**config.mk**
```make
export PLATFORM = sky130hd
export DESIGN_NAME = fsm_job_requester_flat
export DESIGN_NICKNAME = d
export VERILOG_FILES = /design/src/rtl/fsm_job_requester_if.sv /design/src/rtl/fsm_job_requester.sv /design/src/flat_wrapper.sv
export SDC_FILE = /design/constraint.sdc
export NUM_CORES = 1
export LEC_CHECK = 0
export CORE_MARGIN = 4
export CORE_UTILIZATION = 38
export DETAILED_ROUTE_END_ITERATION = 12
export PLACE_DENSITY = 0.66
export SYNTH_ARGS = -nofsm -noshare
export SYNTH_HDL_FRONTEND = slang
export SYNTH_SLANG_ARGS = --single-unit
```
**constraint.sdc**
```tcl
create_clock -name clk -period 1.9 [get_ports clk]
set_input_delay 0.19 -clock clk [delete_from_list [all_inputs] [get_ports clk]]
set_output_delay 0.19 -clock clk [all_outputs]
set_load 0.1 [all_outputs]
```
**src/rtl/fsm_job_requester_if.sv**
```systemverilog
// Control, worker handshake and status signals of the job requester.
// The requester uses the master view; the driving environment uses the slave view.
interface fsm_job_requester_if #(
  parameter int JOB_W = 8,
  parameter int LAT_W = 8
);
  logic             start;
  logic [JOB_W-1:0] num_jobs;
  logic             abort;
  logic             clear;
  logic             done_in;
  logic             go;
  logic             busy;
  logic [JOB_W-1:0] jobs_done;
  logic [LAT_W-1:0] last_latency;
  logic             all_done;
  logic             aborted;
  logic             timeout_err;
  logic             proto_err;

  modport master (
    input  start, num_jobs, abort, clear, done_in,
    output go, busy, jobs_done, last_latency, all_done, aborted, timeout_err, proto_err
  );

  modport slave (
    output start, num_jobs, abort, clear, done_in,
    input  go, busy, jobs_done, last_latency, all_done, aborted, timeout_err, proto_err
  );
endinterface

```
**src/rtl/fsm_job_requester.sv**
```systemverilog
// Issues one go pulse per job to a go/done worker, waits for each done, and reports
// progress, per-job latency, timeout and protocol errors. All outputs are Moore.
module fsm_job_requester #(
  parameter int JOB_W   = 8,
  parameter int LAT_W   = 8,
  parameter int TIMEOUT = 32
) (
  input  logic                   clk,
  input  logic                   rst_n,
  fsm_job_requester_if.master    bus
);

  typedef enum logic [2:0] {
    S_IDLE,
    S_ISSUE,
    S_WAIT,
    S_FINISH,
    S_ERROR
  } state_t;

  state_t           r_state;
  state_t           w_next_state;
  logic [JOB_W-1:0] r_remaining;
  logic [JOB_W-1:0] r_jobs_done;
  logic [JOB_W-1:0] w_rem_dec;
  logic [LAT_W-1:0] r_lat;
  logic [LAT_W-1:0] r_last_lat;
  logic [LAT_W-1:0] w_lat_inc;
  logic             r_abort_latch;
  logic             r_aborted;
  logic             r_proto_err;
  logic             w_busy;
  logic             w_accept;
  logic             w_done_wait;
  logic             w_last_job;
  logic             w_abort_exit;

  assign w_busy      = (r_state == S_ISSUE) || (r_state == S_WAIT) || (r_state == S_FINISH);
  assign w_accept    = (r_state == S_IDLE) && bus.start;
  assign w_done_wait = (r_state == S_WAIT) && bus.done_in;
  assign w_rem_dec   = r_remaining - JOB_W'(1);
  assign w_last_job  = (w_rem_dec == '0);
  // Latency of the current WAIT cycle, saturating so a slow worker never wraps to 0.
  assign w_lat_inc   = (r_lat == '1) ? r_lat : r_lat + LAT_W'(1);

  always_ff @(posedge clk or negedge rst_n) begin
    // NOTE: sequential state uses non-blocking assignments so every register samples pre-edge values.
    if (!rst_n) r_state <= S_IDLE;
    else        r_state <= w_next_state;
  end

  always_comb begin
    // NOTE: every signal written here gets a default first, so no path can infer a latch.
    w_next_state = r_state;
    w_abort_exit = 1'b0;
    case (r_state)
      S_IDLE: begin
        if (bus.start) w_next_state = (bus.num_jobs == '0) ? S_FINISH : S_ISSUE;
      end
      S_ISSUE: w_next_state = S_WAIT;
      S_WAIT: begin
        // done wins over timeout; the in-flight job always completes before abort acts.
        if (bus.done_in) begin
          if (w_last_job) begin
            w_next_state = S_FINISH;
          end else if (r_abort_latch || bus.abort) begin
            w_next_state = S_IDLE;
            w_abort_exit = 1'b1;
          end else begin
            w_next_state = S_ISSUE;
          end
        end else if (w_lat_inc == LAT_W'(TIMEOUT)) begin
          w_next_state = S_ERROR;
        end
      end
      S_FINISH: w_next_state = S_IDLE;
      S_ERROR: begin
        if (bus.clear) w_next_state = S_IDLE;
      end
      default: w_next_state = S_IDLE;
    endcase
  end

  always_ff @(posedge clk or negedge rst_n) begin
    if (!rst_n) begin
      r_remaining   <= '0;
      r_jobs_done   <= '0;
      r_lat         <= '0;
      r_last_lat    <= '0;
      r_abort_latch <= 1'b0;
      r_aborted     <= 1'b0;
      r_proto_err   <= 1'b0;
    end else begin
      r_aborted <= w_abort_exit;

      if (w_busy && bus.abort) r_abort_latch <= 1'b1;

      if (w_accept) begin
        r_remaining   <= bus.num_jobs;
        r_jobs_done   <= '0;
        r_abort_latch <= 1'b0;
      end

      if (r_state == S_ISSUE)     r_lat <= '0;
      else if (r_state == S_WAIT) r_lat <= w_lat_inc;

      if (w_done_wait) begin
        r_last_lat  <= w_lat_inc;
        r_jobs_done <= r_jobs_done + JOB_W'(1);
        r_remaining <= w_rem_dec;
      end

      // A stray done in the same cycle as an accepted start still counts as an error.
      if (bus.done_in && (r_state != S_WAIT)) r_proto_err <= 1'b1;
      else if (w_accept)                      r_proto_err <= 1'b0;
    end
  end

  assign bus.go           = (r_state == S_ISSUE);
  assign bus.busy         = w_busy;
  assign bus.all_done     = (r_state == S_FINISH);
  assign bus.timeout_err  = (r_state == S_ERROR);
  assign bus.jobs_done    = r_jobs_done;
  assign bus.last_latency = r_last_lat;
  assign bus.aborted      = r_aborted;
  assign bus.proto_err    = r_proto_err;

endmodule

```
**src/flat_wrapper.sv**
```systemverilog
// flat-port wrapper written by rule: the top's interface ports become plain ports
module fsm_job_requester_flat 
#(
  parameter int JOB_W   = 8,
  parameter int LAT_W   = 8,
  parameter int TIMEOUT = 32
)
  (clk, rst_n, bus_start, bus_num_jobs, bus_abort, bus_clear, bus_done_in, bus_go, bus_busy, bus_jobs_done, bus_last_latency, bus_all_done, bus_aborted, bus_timeout_err, bus_proto_err);
  fsm_job_requester_if #(.JOB_W(JOB_W), .LAT_W(LAT_W)) bus_i ();
  input  logic clk;
  input  logic rst_n;
  input wire logic [$bits(bus_i.start)-1:0] bus_start;
  input wire logic [$bits(bus_i.num_jobs)-1:0] bus_num_jobs;
  input wire logic [$bits(bus_i.abort)-1:0] bus_abort;
  input wire logic [$bits(bus_i.clear)-1:0] bus_clear;
  input wire logic [$bits(bus_i.done_in)-1:0] bus_done_in;
  output wire logic [$bits(bus_i.go)-1:0] bus_go;
  output wire logic [$bits(bus_i.busy)-1:0] bus_busy;
  output wire logic [$bits(bus_i.jobs_done)-1:0] bus_jobs_done;
  output wire logic [$bits(bus_i.last_latency)-1:0] bus_last_latency;
  output wire logic [$bits(bus_i.all_done)-1:0] bus_all_done;
  output wire logic [$bits(bus_i.aborted)-1:0] bus_aborted;
  output wire logic [$bits(bus_i.timeout_err)-1:0] bus_timeout_err;
  output wire logic [$bits(bus_i.proto_err)-1:0] bus_proto_err;
  assign bus_i.start = bus_start;
  assign bus_i.num_jobs = bus_num_jobs;
  assign bus_i.abort = bus_abort;
  assign bus_i.clear = bus_clear;
  assign bus_i.done_in = bus_done_in;
  assign bus_go = bus_i.go;
  assign bus_busy = bus_i.busy;
  assign bus_jobs_done = bus_i.jobs_done;
  assign bus_last_latency = bus_i.last_latency;
  assign bus_all_done = bus_i.all_done;
  assign bus_aborted = bus_i.aborted;
  assign bus_timeout_err = bus_i.timeout_err;
  assign bus_proto_err = bus_i.proto_err;
  fsm_job_requester #(.JOB_W(JOB_W), .LAT_W(LAT_W), .TIMEOUT(TIMEOUT)) u_core (.clk(clk), .rst_n(rst_n), .bus(bus_i));
endmodule
```
==> reports/results.tsv, run 1 <==
metric	value	unit
crit_path_start_kind	register	
rrSetupSlack	90	ps
power_density	1420	nW/um^2
status	complete, no violations	
cts-buffers-inserted	5	
die_area	6690	sq um
fin_skew	14.1	ps
via_per_inst	5.48	
clock_path_buffers	2	
synth_cell_types	54	
synth_edf_count	0	
cts_tree	built	
synth.area.top_cells	dfrtp_1 (46%), nand2_1 (5.4%), o21ai_0 (5.1%)	
required	2060	ps
fin_crit_sh	95.3	%
dieWidth	81.8	um
grt_remaining_overflow	0	
layout.cells.non_filler	345	
max-cap-violations	0	
min_period	1810	ps
drt-initial-drc-count	105	
worstSkewPairLatency	290	ps
hold_violations	0	
multi_input_area	1070	sq um
grt_util_met3	3.51	%
firstDrtPassIters	4	
wl	5.31	mm
worstMarginPinSlew	406	ps
grtUsageMet2	28.3	%
drive_gt1_share	25.8	%
top_usage_layer	met2	
hold_class	input pin to asynchronous set/reset pin	
fin_util	52.6	%
setup_viol	0	
postCtsSetupBuffers	0	
yosysSeqAreaShare	45.9	%
globalRouteMet1Util	22.6	%
syn-num-nets	238	
vias	1889	
antenna_left	0	
place.gp.congestion	0.851	
first_global_vias	1803	
synth_common_cells	dfrtp_1 (38), nand2_1 (30), nor2_1 (22), o21ai_0 (21), a21oi_1 (9)	
area_delta_synth_final	32.3	%
cts_sinks	38	
grt_pass1_wl	8.85	mm
fillers	489	
drc	0	
synth_top_area_cell	dfrtp_1	
ys.flop_type	dfrtp_1	
regArea	956	sq um
initial_core_util	39.8	%
cts_max_level	2	
rows	26	
antenna_found_initial	0	
path_max_fanout	4	
critPathKind	register to register	
diodes	0	
io_buffers	35	
rsz0062_at_grt	false	
leakage	1.22	nW
grtUsageTotal	17.3	%
dp_hpwl	3.92	mm
max_slew_margin	72.9	%
placed_cell_area	2620	sq um
vdd_drop_max	0.000914	V
yosysWarnings	0	
ys_seq_elements	38	
clock-root-buffer	clkbuf_8	
slew_viol_final	0	
synth_top_cell_area_share	45.9	%
routedWlPerCell	15.4	um
yosysMostFrequentCell	dfrtp_1	
io_pins	36	
die_height	81.8	um
clock.fmax	552	MHz
final_cell_area	2740	sq um
synth.cell_area	2070	sq um
postSynthAreaPerCell	9.41	sq um
syn_inst	220	
clkTransAtPathRegs	80	ps
worstSetupEndpointType	register	
grt_max_degree	39	
fin_tns_setup	0	ps
dp_cells	336	
synthArstFlopShare	100	%
coreArea	5200	sq um
final_nets	292	
cp.arrival	1970	ps
## area by class of cell
type	count	area share [%]
well taps	70	3.20
repair buffers	57	19.0
clock buffers	8	3.29
flip-flops and latches	38	34.9
multi-input cells	168	39.1
inverters	4	0.548
## flip-flops by register name, indices dropped and copies added (netlist names)
name	cells
u_core.bus.last_latency	8
u_core.r_abort_latch	1
u_core.r_remaining	8
u_core.bus.proto_err	1
u_core.r_state	3
u_core.bus.aborted	1
u_core.bus.jobs_done	8
u_core.r_lat	8
## repair_timing
| item | in CTS | in global routing |
|---|---|---|
| resized for setup | 0 | 4 |
| endpoints found under the hold margin | 38 | 0 |
| hold buffers | 1 | 0 |
| setup endpoints to repair | 0 | 9 |
## final timing paths
path | start | endpoint | cells past startpoint
worst min-delay path | rst_n | u_core.r_remaining[5]$_DFFE_PN0P_ | 3
min in group clk | u_core.bus.jobs_done[7]$_DFFE_PN0P_ | u_core.bus.jobs_done[7]$_DFFE_PN0P_ | 1
worst max-delay path | u_core.r_lat[0]$_DFFE_PN0P_ | u_core.r_state[1]$_DFFE_PN0P_ | 6
worst min register to register | u_core.bus.jobs_done[7]$_DFFE_PN0P_ | u_core.bus.jobs_done[7]$_DFFE_PN0P_ | 1
max in group asynchronous | rst_n | u_core.r_state[1]$_DFFE_PN0P_ | 3
worst max register to register | u_core.r_lat[0]$_DFFE_PN0P_ | u_core.r_state[1]$_DFFE_PN0P_ | 6
## metrics by stage
step	setup slack (ps)	hold slack [ps]	total power, W
floorplan	-74.5	-106	0.00262
global placement	79.6	176	0.00328
detailed placement	35.6	175	0.00330
CTS	25.6	388	0.00390
global route	3.25	425	0.00412
finish	89.3	374	0.00390
## critical path, cell delays in order (launching register included)
cell      delay (ps)
dfrtp_1          400
ha_4             170
and3_4           200
nand2_2           60
or4_4            480
a311oi_2         250
o32ai_1          140
## layer usage
metal	up-vias	wire length [um]
met2	63	2530
met1	905	2360
li1	912	-
met5	-	0
met3	9	362
met4	0	64
## cells in the final DEF, fill, tap and decap left out, types with 3 or more instances in the layout
cell / Yosys / final
a21oi_1: 9 / 9
a221o_1: 5 / 5
a22o_1: 3 / 3
a31oi_1: 3 / 3
buf_12: 0 / 5
buf_4: 1 / 38
clkbuf_8: 0 / 6
clkdlybuf4s50_1: 0 / 12
dfrtp_1: 38 / 34
dfrtp_2: 0 / 4
ha_1: 4 / 3
inv_1: 4 / 4
mux2i_1: 7 / 7
nand2_1: 30 / 30
nand2b_1: 3 / 3
nand3_1: 8 / 8
nand4_1: 4 / 4
nor2_1: 22 / 20
nor3_1: 5 / 5
o21ai_0: 21 / 21
o31ai_1: 3 / 3
## report_power, final
part           internal (W)  switching [W]
clock network      0.000296       0.000281
logic              0.000747        0.00137
registers           0.00101       0.000193
## logic make-up after synthesis
family                   Yosys count  synth area share [%]
multiplexers                       8                  3.93
flip-flops                        38                  45.9
AO/OA/AOI/OAI                     55                  17.4
adder cells (fa/ha/maj)            4                  2.42
XOR/XNOR                           3                  1.27
buffers and inverters             14                  3.93
AND/OR/NAND/NOR                   98                  25.1
No activity file was read; power rests on OpenSTA's default activity.
==> run 2: changes to the inputs <==
--- a/config.mk
+++ b/config.mk
@@ -6,9 +6,9 @@
 export NUM_CORES = 1
 export LEC_CHECK = 0
 export CORE_MARGIN = 4
-export CORE_UTILIZATION = 38
+export CORE_UTILIZATION = 40
 export DETAILED_ROUTE_END_ITERATION = 12
-export PLACE_DENSITY = 0.66
+export PLACE_DENSITY = 0.69
 export SYNTH_ARGS = -nofsm -noshare
 export SYNTH_HDL_FRONTEND = slang
 export SYNTH_SLANG_ARGS = --single-unit
==> reports/results.tsv, run 2 (synthesis results as in run 1) <==
metric	value	unit	change
clkTransAtPathRegs	80	ps	about the same
dr_wl_met3	229	um	was 362 um
worstSkewPairLatency	300	ps	was 290 ps
critPathLaunch	u_core.r_lat[1]$_DFFE_PN0P_		was u_core.r_lat[0]$_DFFE_PN0P_
swShare	47.6	%	was 47.3%
worstSetupEndpointType	register		unchanged
min_period	1860	ps	was 1810 ps
io_pins	36		unchanged
hold_violations	0		unchanged
clock_path_buffers	2		unchanged
hold_class	input pin to asynchronous set/reset pin		unchanged
layout_commonest_cell	buf_4		unchanged
antenna_found_initial	0		unchanged
rrSetupSlack	40	ps	was 90 ps
initial_core_util	42.4	%	was 39.8%
power_density	1420	nW/um^2	about the same
met1_length	2.36	mm	about the same
worstMarginPinSlew	450	ps	was 406 ps
max-cap-violations	0		unchanged
met2_length	2.42	mm	was 2.53 mm
die_height	80.0	um	was 81.8 um
coreArea	4880	sq um	was 5200 sq um
cts_max_level	2		unchanged
vdd_drop_max	0.000845	V	was 0.000914 V
cts_sinks	38		unchanged
dp_hpwl	3.73	mm	was 3.92 mm
rsz0062_at_grt	false		unchanged
cts_tree	built		unchanged
status	complete, no violations		unchanged
via_per_inst	5.47		was 5.48
fin_tns_setup	0	ps	unchanged
mostFrequentLayoutCells	buf_4 (36), dfrtp_1 (35), nand2_1 (30)		was buf_4 (38), dfrtp_1 (34), nand2_1 (30)
drc	0		unchanged
diodes	0		unchanged
wl	5.13	mm	was 5.31 mm
r2r_cells	6		unchanged
cts-buffers-inserted	5		unchanged
combPwrFrac	53.8	%	was 54.3%
grt_pass1_wl	8.49	mm	was 8.85 mm
cellInternalPower	0.00203	W	was 0.00206 W
die_area	6390	sq um	was 6690 sq um
pwr-share-clk	15.4	%	was 14.8%
firstDrtPassIters	5		was 4
rows	25		was 26
routedWlPerCell	15.1	um	was 15.4 um
slew_viol_final	0		unchanged
dieWidth	80.0	um	was 81.8 um
fin_crit_sh	97.7	%	was 95.3%
drt-initial-drc-count	61		was 105
antenna_left	0		unchanged
clock.fmax	539	MHz	was 552 MHz
leakage	1.22	nW	about the same
top_layer	met4		unchanged
drive_gt1_share	25.3	%	was 25.8%
fin_skew	9.00	ps	was 14.1 ps
fin_hold_ws	370	ps	was 374 ps
grt_max_degree	22		was 39
critPathKind	register to register		unchanged
first_global_vias	1803		unchanged
io_buffers	35		unchanged
grtUsageTotal	17.0	%	was 17.3%
switching_power	0.00184	W	about the same
dp_cells	330		was 336
p_total	0.00387	W	was 0.00390 W
rr_startpoint	u_core.r_lat[1]$_DFFE_PN0P_		was u_core.r_lat[0]$_DFFE_PN0P_
path_max_fanout	5		was 4
required	2060	ps	about the same
grt_remaining_overflow	0		unchanged
area_delta_synth_final	31.5	%	was 32.3%
setup_viol	0		unchanged
place.gp.congestion	0.915		was 0.851
fin_util	55.8	%	was 52.6%
p_seq_share	30.8	%	was 30.9%
clock-root-buffer	clkbuf_8		unchanged
max_slew_margin	70.0	%	was 72.9%
final_nets	290		was 292
crit_end	u_core.r_state[1]$_DFFE_PN0P_		unchanged
timing.rr.end	u_core.r_state[1]$_DFFE_PN0P_		unchanged
cp.arrival	2020	ps	was 1970 ps
vias	1860		was 1889
crit_path_start_kind	register		unchanged
layout.cells.non_filler	340		was 345
## run 2: changes by cell type in the layout (fill, tap and decap cells not counted)
cell        delta
buf_4          -2
clkbuf_1       -2
clkinv_2       +1
clkinvlp_4     +1
dfrtp_1        +1
dfrtp_2        -1
nor2_1         +1
nor2_2         -1
## run 2: worst max-delay path, stage by stage, from the launching register on
cell	delay [ps]
dfrtp_1	400
ha_4	180
and3_4	210
nand2_2	60
or4_4	480
a311oi_2	250
o32ai_1	140
## run 2: worst min path at each step
stage | start | endpoint | slack (ps) | cells past startpoint
2_1_floorplan | rst_n | u_core.bus.aborted$_DFF_PN0_ | -110 | 0
3_3_place_gp | rst_n | u_core.r_remaining[4]$_DFFE_PN0P_ | 160 | 1
3_5_place_dp | rst_n | u_core.r_remaining[4]$_DFFE_PN0P_ | 170 | 1
4_1_cts | rst_n | u_core.r_remaining[5]$_DFFE_PN0P_ | 390 | 2
5_1_grt | rst_n | u_core.r_abort_latch$_DFFE_PN0P_ | 400 | 2
6_report | rst_n | u_core.r_abort_latch$_DFFE_PN0P_ | 370 | 2
## run 2: metal layers
layer | global-route usage, % | up-vias
li1 | - | 905
met1 | 21.4 | 892
met2 | 28.0 | 51
met3 | 3.27 | 12
met4 | 7.43 | 0
met5 | 0 | -
## run 2: per-stage QoR
stage,instance area (sq um),setup WS [ps]
final,2720,43.6
after global placement,2590,78.6
after global routing,2720,1.85
after floorplan,2090,-74.5
after detailed placement,2590,16.6
after CTS,2720,59.0
## run 2: final cells by class
type / count / area [sq um]
fill: 461 / 2160
multi-input combinational: 168 / 1070
sequential: 38 / 955
timing repair buffer: 55 / 505
tap: 67 / 83.8
clock buffer: 6 / 82.6
inverter: 4 / 15.0
clock inverter: 2 / 12.5
## run 2: power groups by stage
stage / Sequential (W) / Clock (W) / Combinational [W]
CTS: 0.00119 / 0.000606 / 0.00208
finish: 0.00119 / 0.000594 / 0.00208
global placement: 0.00119 / 0 / 0.00204
floorplan: 0.00159 / 0 / 0.00103
global route: 0.00123 / 0.000638 / 0.00224
detailed placement: 0.00120 / 0 / 0.00205
## run 2: what timing repair did
item | CTS | global route
setup endpoints to repair | 1 | 1
hold buffers | 1 | 0
gates resized for setup | 2 | 0
hold endpoints to repair | 18 | 0
buffers inserted | 0 | 1
pin swaps | 3 | 0
==> run 3: changes to the inputs <==
--- a/config.mk
+++ b/config.mk
@@ -7,6 +7,7 @@
 export LEC_CHECK = 0
 export CORE_MARGIN = 4
 export CORE_UTILIZATION = 40
+export CTS_CLUSTER_SIZE = 16
 export DETAILED_ROUTE_END_ITERATION = 12
 export PLACE_DENSITY = 0.69
 export SYNTH_ARGS = -nofsm -noshare
==> results of run 3 <==
The final DEF is identical to that of run 2; final timing and power are the same.
==> RTL change: new RTL, config.mk and constraints of run 1 <==
Encoding of `state_t`: now one-hot (5 bits for 5 states).
--- a/src/rtl/fsm_job_requester.sv
+++ b/src/rtl/fsm_job_requester.sv
@@ -10,12 +10,12 @@
   fsm_job_requester_if.master    bus
 );
 
-  typedef enum logic [2:0] {
-    S_IDLE,
-    S_ISSUE,
-    S_WAIT,
-    S_FINISH,
-    S_ERROR
+  typedef enum logic [4:0] {
+    S_IDLE   = 5'b00001,
+    S_ISSUE  = 5'b00010,
+    S_WAIT   = 5'b00100,
+    S_FINISH = 5'b01000,
+    S_ERROR  = 5'b10000
   } state_t;
 
   state_t           r_state;
Check against the original RTL: no difference found for any inputs over 10 cycles, from zero or initial values and one cycle with rst_n low; not proved beyond that.
==> RTL change against run 1 <==
- the flow now finishes with violations (negative setup slack)
- power shrank 3.8%
- first-iteration DRC count grew 16%
- wire length grew 4.6%
- largest power group unchanged
- critical endpoint is now u_core.r_state[3]
- critical path type unchanged
- setup slack lost 0.12 ns
- synthesized area grew 9.8%
- final area grew 11%
- sequential cell count grew 2
- via count grew 10%
- combinational power shrank 8%
==> RTL change: results (changes against run 1) <==
| Metric | Value |
|---|---|
| Crit path arrival time | 2.11 ns (was 1.97 ns) |
| Seq_cells | 40 (was 38) |
| Failing checks | negative setup slack |
| Gate Count Post-Synth | 254 (was 220) |
| M2 GR Usage | 0.2549 (was 0.2827) |
| Area of the multi-input gates | 0.001246 mm² (was 0.001071 mm²) |
| Fraction of area in clock buffers and inverters | 0.02682 (was 0.03288) |
| TNS Setup | -0.03327 ns (was 0 ns) |
| Global-route wire length before repair | 9660 µm (was 8845 µm) |
| Seq area share | 0.3317 (was 0.3489) |
| Seq pwr | 1250 µW (was 1210 µW) |
| Vias per cell | 5.408 (was 5.475) |
| WL final | 5555 µm (was 5312 µm) |
| Met2 Routed Length | 2568 µm (was 2528 µm) |
| Largest net degree at the start of global routing | 25 (was 39) |
| Detailed-placement wirelength estimate | 4191 µm (was 3922 µm) |
| Clk power | 544 µW (was 577 µW) |
| Dominant cells by area after synthesis | dfrtp_1 (43%), nand2_1 (5.3%), nor2_1 (4.1%) (was dfrtp_1 (46%), nand2_1 (5.4%), o21ai_0 (5.1%)) |
| Status | finished with violations (was finished, final reports clean) |
| Crit-path max cell delay | 0.43 ns (was 0.48 ns) |
| Plain + repair buffers | 67 (was 57) |
| Met1 Use GR | 0.2182 (was 0.2264) |
| Setup violators final | 2 (was 0) |
| # clk buffers | 7 (was 8) |
| Worst setup margin | -0.02850 ns (was 0.08925 ns) |
| Worst R2R Path Depth | 7 (was 6) |
==> RTL change: worst paths after layout <==
| kind | from | to | slack (ns) |
|---|---|---|---|
| worst max-delay path | u_core.r_remaining[1] | u_core.r_state[3] | -0.03 |
| worst min-delay path | rst_n | u_core.bus.jobs_done[6] | 0.45 |
| worst max register to register | u_core.r_remaining[1] | u_core.r_state[3] | -0.03 |
| worst min register to register | u_core.bus.last_latency[2] | u_core.bus.last_latency[2] | 0.49 |
| max in group asynchronous | rst_n | u_core.r_state[0] | 0.83 |
| min in group clk | u_core.bus.last_latency[2] | u_core.bus.last_latency[2] | 0.49 |
==> RTL change: kinds of logic (layout without fill, tap and decap cells) <==
logic type	after synthesis	count (layout)	synth area share
AOI/OAI and AO/OA	68	68	0.1976
xor gates and xnor gates	6	6	0.02312
adders and majority gates	4	4	0.02202
buffers and inverters	22	81	0.04293
DFF	40	40	0.4408
muxes	5	5	0.02257
and+or+nand+nor	109	109	0.2510
